--- config.mk ---
export PLATFORM = sky130hd
export DESIGN_NAME = fetch_unit
export DESIGN_NICKNAME = d
export VERILOG_FILES = /design/src/rtl/fetch_pkg.sv /design/src/rtl/pc_next_sel.sv /design/src/rtl/fetch_unit.sv
export SDC_FILE = /design/constraint.sdc
export NUM_CORES = 1
export LEC_CHECK = 0
export BUFFER_PORTS_ARGS = -buffer_cell sky130_fd_sc_hd__buf_2
export CORE_MARGIN = 10
export CORE_UTILIZATION = 50
export CTS_CLUSTER_SIZE = 25
export DETAILED_ROUTE_END_ITERATION = 16
export GPL_TIMING_DRIVEN = 0
export PLACE_DENSITY = 0.86
export SYNTH_ARGS = -nofsm -noshare
export SYNTH_HDL_FRONTEND = slang
export SYNTH_SLANG_ARGS = --single-unit
--- constraint.sdc ---
create_clock -name clk -period 3.51 [get_ports clk]
set_clock_uncertainty 0.1 [all_clocks]
set_input_delay 0.351 -clock clk [delete_from_list [all_inputs] [get_ports clk]]
set_output_delay 0.351 -clock clk [all_outputs]
set_load 0.1 [all_outputs]
--- src/rtl/fetch_pkg.sv ---
// Shared types and constants for the fetch stage of the multicycle core.
package fetch_pkg;

  // Next-PC source selected by the control FSM.
  typedef enum logic [1:0] {
    PC4    = 2'd0,
    BRANCH = 2'd1,
    JR     = 2'd2,
    JUMP   = 2'd3
  } pc_src_t;

  // PC write command issued by the control FSM.
  typedef enum logic [1:0] {
    NONE   = 2'd0,
    ALWAYS = 2'd1,
    IFZERO = 2'd2,
    RSVD   = 2'd3
  } pc_we_t;

  // Fetch handshake state.
  typedef enum logic {
    IDLE  = 1'b0,
    FETCH = 1'b1
  } fetch_state_t;

  // PC update captured when a fetch starts and applied when it completes.
  typedef struct packed {
    pc_we_t  we;
    pc_src_t src;
  } pc_upd_t;

  localparam logic [31:0] INSN_BYTES = 32'd4;

  // True when an address is not word aligned.
  function automatic logic is_misaligned(input logic [31:0] addr);
    return (addr[1:0] != 2'b00);
  endfunction

endpackage

--- src/rtl/pc_next_sel.sv ---
// Combinational next-PC multiplexer with word-alignment check.
module pc_next_sel
  import fetch_pkg::*;
(
  input  pc_src_t     pc_src,
  input  logic [31:0] pc_plus4,
  input  logic [31:0] branch_target,
  input  logic [31:0] jr_target,
  input  logic [25:0] jump_index,
  output logic [31:0] next_pc,
  output logic        misalign
);

  logic [31:0] target_s;

  // Select the raw target for the requested PC source.
  always_comb begin
    target_s = pc_plus4;
    case (pc_src)
      PC4:     target_s = pc_plus4;
      BRANCH:  target_s = branch_target;
      JR:      target_s = jr_target;
      JUMP:    target_s = {pc_plus4[31:28], jump_index, 2'b00};
      default: target_s = pc_plus4;
    endcase
  end

  // Force word alignment and report whether the target had to be fixed up.
  always_comb begin
    misalign = is_misaligned(target_s);
    next_pc  = {target_s[31:2], 2'b00};
  end

endmodule

--- src/rtl/fetch_unit.sv ---
// PC and instruction register stage with imem req/valid handshake.
module fetch_unit
  import fetch_pkg::*;
#(
  parameter logic [31:0] RESET_PC = 32'h0000_0000
)(
  input  logic        clk,
  input  logic        rst_n,
  input  logic        ir_we,
  input  logic [1:0]  pc_we,
  input  logic [1:0]  pc_src,
  input  logic        alu_zero,
  input  logic [31:0] branch_target,
  input  logic [31:0] jr_target,
  output logic        imem_req,
  output logic [31:0] imem_addr,
  input  logic [31:0] imem_rdata,
  input  logic        imem_valid,
  output logic [31:0] pc,
  output logic [31:0] pc_plus4,
  output logic [31:0] instruction,
  output logic        fetch_busy,
  output logic        fetch_done,
  output logic        err
);

  fetch_state_t state_r, state_s;
  pc_upd_t      pend_r, pend_s;
  logic [31:0]  pc_r, pc_s;
  logic [31:0]  ir_r, ir_s;
  logic         err_r, err_s;
  logic         done_r, done_s;

  logic [31:0]  pc_plus4_s;
  pc_we_t       act_we_s;
  pc_src_t      act_src_s;
  logic         upd_s;
  logic         do_write_s;
  logic         rsvd_s;
  logic [31:0]  tgt_s;
  logic         mis_s;

  assign pc_plus4_s = pc_r + INSN_BYTES;

  // During a fetch the captured command drives the update; otherwise the live one.
  always_comb begin
    if (state_r == FETCH) begin
      act_we_s  = pend_r.we;
      act_src_s = pend_r.src;
      upd_s     = imem_valid;
    end else begin
      act_we_s  = pc_we_t'(pc_we);
      act_src_s = pc_src_t'(pc_src);
      upd_s     = ~ir_we;
    end
  end

  // Decode whether the active PC command writes, and whether it is the reserved code.
  always_comb begin
    do_write_s = 1'b0;
    rsvd_s     = 1'b0;
    case (act_we_s)
      NONE:    do_write_s = 1'b0;
      ALWAYS:  do_write_s = 1'b1;
      IFZERO:  do_write_s = alu_zero;
      RSVD:    rsvd_s     = 1'b1;
      default: do_write_s = 1'b0;
    endcase
  end

  pc_next_sel u_pc_next_sel (
    .pc_src        (act_src_s),
    .pc_plus4      (pc_plus4_s),
    .branch_target (branch_target),
    .jr_target     (jr_target),
    .jump_index    (ir_r[25:0]),
    .next_pc       (tgt_s),
    .misalign      (mis_s)
  );

  // FSM state register.
  always_ff @(posedge clk or negedge rst_n) begin
    if (!rst_n) begin
      state_r <= IDLE;
    end else begin
      state_r <= state_s;
    end
  end

  // FSM next state, pending-command capture and IR load.
  always_comb begin
    state_s = state_r;
    pend_s  = pend_r;
    ir_s    = ir_r;
    done_s  = 1'b0;
    case (state_r)
      IDLE: begin
        if (ir_we) begin
          state_s = FETCH;
          pend_s  = '{we: pc_we_t'(pc_we), src: pc_src_t'(pc_src)};
        end else begin
          state_s = IDLE;
        end
      end
      FETCH: begin
        if (imem_valid) begin
          state_s = IDLE;
          ir_s    = imem_rdata;
          done_s  = 1'b1;
        end else begin
          state_s = FETCH;
        end
      end
      default: state_s = IDLE;
    endcase
  end

  // PC write and sticky error accumulation.
  always_comb begin
    if (upd_s && do_write_s) begin
      pc_s = tgt_s;
    end else begin
      pc_s = pc_r;
    end
    err_s = err_r
          | (upd_s & do_write_s & mis_s)
          | (upd_s & rsvd_s)
          | ((state_r == FETCH) & (pc_we != 2'd0));
  end

  // Datapath registers.
  always_ff @(posedge clk or negedge rst_n) begin
    if (!rst_n) begin
      pc_r   <= RESET_PC;
      ir_r   <= 32'h0000_0000;
      err_r  <= 1'b0;
      done_r <= 1'b0;
      pend_r <= '{we: NONE, src: PC4};
    end else begin
      pc_r   <= pc_s;
      ir_r   <= ir_s;
      err_r  <= err_s;
      done_r <= done_s;
      pend_r <= pend_s;
    end
  end

  assign imem_req    = (state_r == FETCH);
  assign fetch_busy  = (state_r == FETCH);
  assign imem_addr   = pc_r;
  assign pc          = pc_r;
  assign pc_plus4    = pc_plus4_s;
  assign instruction = ir_r;
  assign fetch_done  = done_r;
  assign err         = err_r;

endmodule

**After elaboration in Yosys (flattened, before gate mapping)**

Cells that the tools add are included.

- Add/subtract/negate cells: 1
- Equality and inequality tests: 6
- Mux-type cells: 11
- Bitwise logic cells: 9
- Reduce and logical (&&, ||, !) cells: 6

Operator list:

| operator | count |
|---|---|
| $pmux 32 s4 | 1 |
| $add 32x3->32 const B | 1 |
| $eq 2x2->1 const B | 4 |
| $mux 1 | 6 |
| $and 1x1->1 | 4 |
| $eq 2x1->1 const B | 2 |
| $mux 2 | 2 |
| $pmux 1 s2 | 2 |
| $reduce_and 2->1 | 2 |
| $reduce_bool 2->1 | 2 |
| $or 1x1->1 | 3 |
| $logic_not 2->1 | 1 |
| $not 1->1 | 2 |
| $logic_and 1x1->1 | 1 |

- Register bits: 69
- Output and inout port bits: 132
- Word-level logic and storage cells: 40

**Logic depth before layout (Yosys ltp)**

- Depth after elaboration: 8
- Depth in mapped cells: 11
- Mapped depth without buffers: 8

**Cells and area by module**

A second synthesis with hierarchy kept.

- Cells, all modules: 331
- Area, all modules: 4404.2 µm²

Modules (own cells, without submodules):

| module | instances | cells each | area each (µm²) | seq. area each (µm²) |
|---|---|---|---|---|
| fetch_unit | 1 | 278 | 3560.9 | 1776.7 |
| pc_next_sel | 1 | 53 | 843.3 | 0.0 |

**Worst setup path after synthesis**

Ideal clock, no wire load.

- Kind: flip-flop to output port
- Start point: register pc_r[2] (netlist: imem_addr[2])
- End point: output port pc_plus4[22]
- Data arrival time: 3727 ps
- Data required time: 3059 ps
- Setup slack: -668 ps
- Cell stages (with the launch flop): 6
- Cell sequence: dfrtp_1 -> ha_1 -> nand4_4 -> nor3_2 -> nand4_1 -> xnor2_1

- Word-level cells in the longest chain between the ends: 1

RTL lines:

| what | RTL line | RTL |
|---|---|---|
| start: declaration | fetch_unit.sv:29 | `logic [31:0] pc_r, pc_s;` |
| start signal: assignment | fetch_unit.sv:140 | `pc_r <= pc_s;` |
| $add 32x3->32 | fetch_unit.sv:43 | `assign pc_plus4_s = pc_r + INSN_BYTES;` |
| end: declaration | fetch_unit.sv:20 | `output logic [31:0] pc_plus4,` |

Every way passes these cells.

**Worst setup path in the final report**

- Start point: register pc_r[3] (netlist: imem_addr[3])
- End point: output port pc_plus4[28]

The elaborated chain is that of the path after synthesis.

==> results summary <==
The logic depth of the worst register-to-register path is 10. The number of placed I/O pins came out at about 240. For this block, the initial DRC count from the detailed router was 370. The max-slew violation count came to 0. The number of antenna violations at the first check in global routing was 3.

The total wire length after detailed routing came out at 18200 um. The total overflow reported by the global router came out at 0. The met2 routing resource usage after global routing is between 40% and 50%.

The overall routing resource usage came out at 25.6%. The synthesis-to-finish area growth is 37.7%. The routability congestion estimate from global placement is around 0.91.

The post-route netlist has around half of its cells at a drive strength greater than 1. CTS saw between 60 and 70 sinks. The min-delay analysis places its worst path in the category in -> async.

The layer carrying the most global-route usage is met2. The area of the die came out at about 0.014 sq mm. In this run the remaining antenna-violating nets after routing total 0. At the later pin of the worst-skew pair, clock insertion delay measures between 0.3 and 0.4 ns. In the final routed layout, each cell accounts on average for 20.7 um. The number of hold buffers added after cts came out at 0. The endpoint of the most critical register-to-register path is imem_addr[12]. The worst setup slack before clock tree synthesis came out at between 0.5 and 0.6 ns.

The transition at the pin with the smallest max-transition slack is between 0.9 and 1 ns. The number of buffers created by CTS is 9. Data arrives at the worst endpoint at about 2.9 ns.

The depth of the CTS H-tree is 3. For this run, the number of standard cells in the final layout without fillers is just under 900. The average size of a mapped cell is 9.45 sq um. Registers take 0.00173 sq mm. The required arrival time at the worst endpoint is between 3 and 4 ns. For this run, the leading register cell type out of synthesis is dfrtp_1. The TritonCTS clock tree is yes.

The final-report hold violation count came out at 0. In this run, synthesis inferred 0 flip-flops with an integrated enable. The CTS clock-pin slew for the worst setup and hold paths is about 0.09 ns.

The number of setup buffers added after CTS is 0. The achievable frequency came out at between 0.3 and 0.4 GHz. STA classifies the critical path startpoint as a register. Summing all multi-input logic gate instances after layout gives 0.00277 sq mm.

The flow ran to the end, and the final reports show no timing, DRC or antenna violations. The maximum number of pins on one net before global-route repair came out at 70. In this run the standard cell core region covers about 0.0092 sq mm. The final worst-path cycle share is between 90% and 100%. The placed wire-length estimate after detailed placement came out at 14500 um. The vertical die dimension is roughly 120 um. For this run, global-route usage on met1 was measured as 28.8%. The die span in x is about 120 um. The reg-to-reg setup timing slack came out at about 0.62 ns. The final setup violation count is 0. In this run the tightest slew margin relative to its limit is between 30% and 40%. The worst setup path is captured at a primary output. In this run the deepest clock path goes through 2 buffers.

The total vias in the final route came out at 5020. CTS placed an instance of clkbuf_8 at the clock tree root. The worst register-to-register path begins at fetch_busy. The cell count after placement came out at roughly 860.

The maximum fanout count along the critical path came out at 8. The vias per cell is around 5.7. Subtracting the final worst setup slack from the clock period gives roughly 3.3 ns. The via count of the first global-routing pass came out at a little over 5k. The count of buffers inserted at the top-level ports is 230. The initial utilization of the core area, before any placement, comes to between 50 and 60%. The number of rows created at floorplan is 35. The worst setup slack after layout came out at 0.177 ns. Setup repair after global routing left no endpoint under its margin. The combined area of all synthesized cells is roughly 0.0047 sq mm. In this run, post-CTS repair resized a total of 0 instances. The wire length of the first global-routing pass is 27300 um. The number of nets in the layout is 855. Counting every instance in the synthesized netlist gives 500. For this run, the detailed router's first-pass iteration total came to 5.

The async set-reset flop share out of synthesis is 100%. The number of different library cells in the post-synthesis netlist is 70. The number of DRC violations after detailed routing is 0. The count of maximum capacitance violations is 0. The classification of the worst setup path is reg -> out.

The met3 capacity usage during global routing is between 8 and 9%. The number of synthesis warnings came out at 0. The synthesis-stage register bit count came out at 69. The post-synthesis sequential area ratio came out at a little over a third. The number of filler instances in the final layout is between 600 and 700.
==> cells in the final DEF (no fill, tap or decap), drive strengths merged, types with 3 or more instances in the layout <==
master	netlist	final
and3	3	3
a31oi	8	8
a221oi	3	3
nand4	12	12
inv	7	9
conb	1	6
xnor2	20	20
a2bb2oi	6	6
clkbuf	12	22
a22o	5	5
nor3	13	13
o211ai	3	3
nor4	6	6
a21oi	22	22
nand3	29	29
o311ai	4	4
o21ai	28	28
ha	4	4
buf	55	285
xor2	10	10
dfrtp	69	69
o221ai	4	4
nor2	16	16
and4	3	3
mux2	40	40
nand2	69	69
mux2i	12	12
==> final cells by class <==
type                            count  area share, %
Antenna cell                        2         0.0769
Multi-Input combinational cell    362           42.5
Inverter                            7          0.404
Timing Repair Buffer              230           17.7
Clock buffer                       10           2.12
Clock inverter                      6           1.42
Sequential cell                    69           26.5
Tap cell                          129           2.48
Buffer                             67           6.71
==> logic make-up after synthesis <==
family / count (synthesis) / share of synthesized area [%]
buf+inv: 74 / 9.80
compound gates: 104 / 15.2
fa+ha+maj: 4 / 1.06
simple gates: 164 / 18.2
flops: 69 / 36.5
mux: 54 / 13.6
other cells: 1 / 0.0794
xor+xnor: 30 / 5.56
==> critical path, stage by stage, from the launching register on <==
cell	delay [ns]
dfrtp_1	0.51
ha_1	0.39
nand4_4	0.25
nor3_4	0.34
nand4_1	0.35
xnor2_4	0.22
buf_2	0.45
==> flip-flops by register name (all words and copies together), names as in the netlist <==
signal	count
instruction	32
imem_addr	30
pend_r	4
err	1
fetch_busy	1
fetch_done	1
==> synth_stat cells, types with 8 or more instances <==
cell / n / area share (%)
mux2_2: 40 / 9.5
nand3_1: 28 / 3.0
xor2_1: 10 / 1.9
buf_4: 43 / 6.8
nor3_1: 11 / 1.2
nor2_1: 15 / 1.2
nand4_1: 9 / 1.2
o21ai_0: 26 / 2.8
clkbuf_1: 12 / 0.95
nand2_1: 68 / 5.4
a21oi_1: 21 / 2.2
xnor2_1: 20 / 3.7
dfrtp_1: 69 / 37
a31oi_1: 8 / 1.1
mux2i_1: 10 / 2.1
==> worst max path at each step <==
stage	startpoint	endpoint	slack, ns
after floorplan	imem_addr[14]	pc_plus4[23]	-0.54
after global placement	imem_addr[3]	pc_plus4[28]	0.61
after detailed placement	imem_addr[3]	pc_plus4[28]	0.56
after CTS	imem_addr[3]	pc_plus4[28]	0.16
after global routing	imem_addr[3]	pc_plus4[28]	0.05
final	imem_addr[3]	pc_plus4[28]	0.18
==> per-stage QoR <==
step                hold WS [ns]  utilization, %  area (sq um)  TNS, ns
CTS                       0.0492            70.3          6490        0
global route              0.0716            70.4          6510        0
finish                    0.0122            70.4          6510        0
detailed placement         0.377            67.8          6260        0
global placement           0.352            67.8          6260        0
floorplan                -0.0446               -          4950    -2.47
==> routing by layer <==
| layer | part of all wire (%) | routed length [um] |
|---|---|---|
| met5 | 0.038 | 7 |
| met4 | 2.5 | 463 |
| met3 | 11 | 2020 |
| met1 | 36 | 6480 |
| met2 | 51 | 9260 |
Power is not shown: default switching activity piles up to over one toggle a cycle in this logic, so the estimate is an artifact.
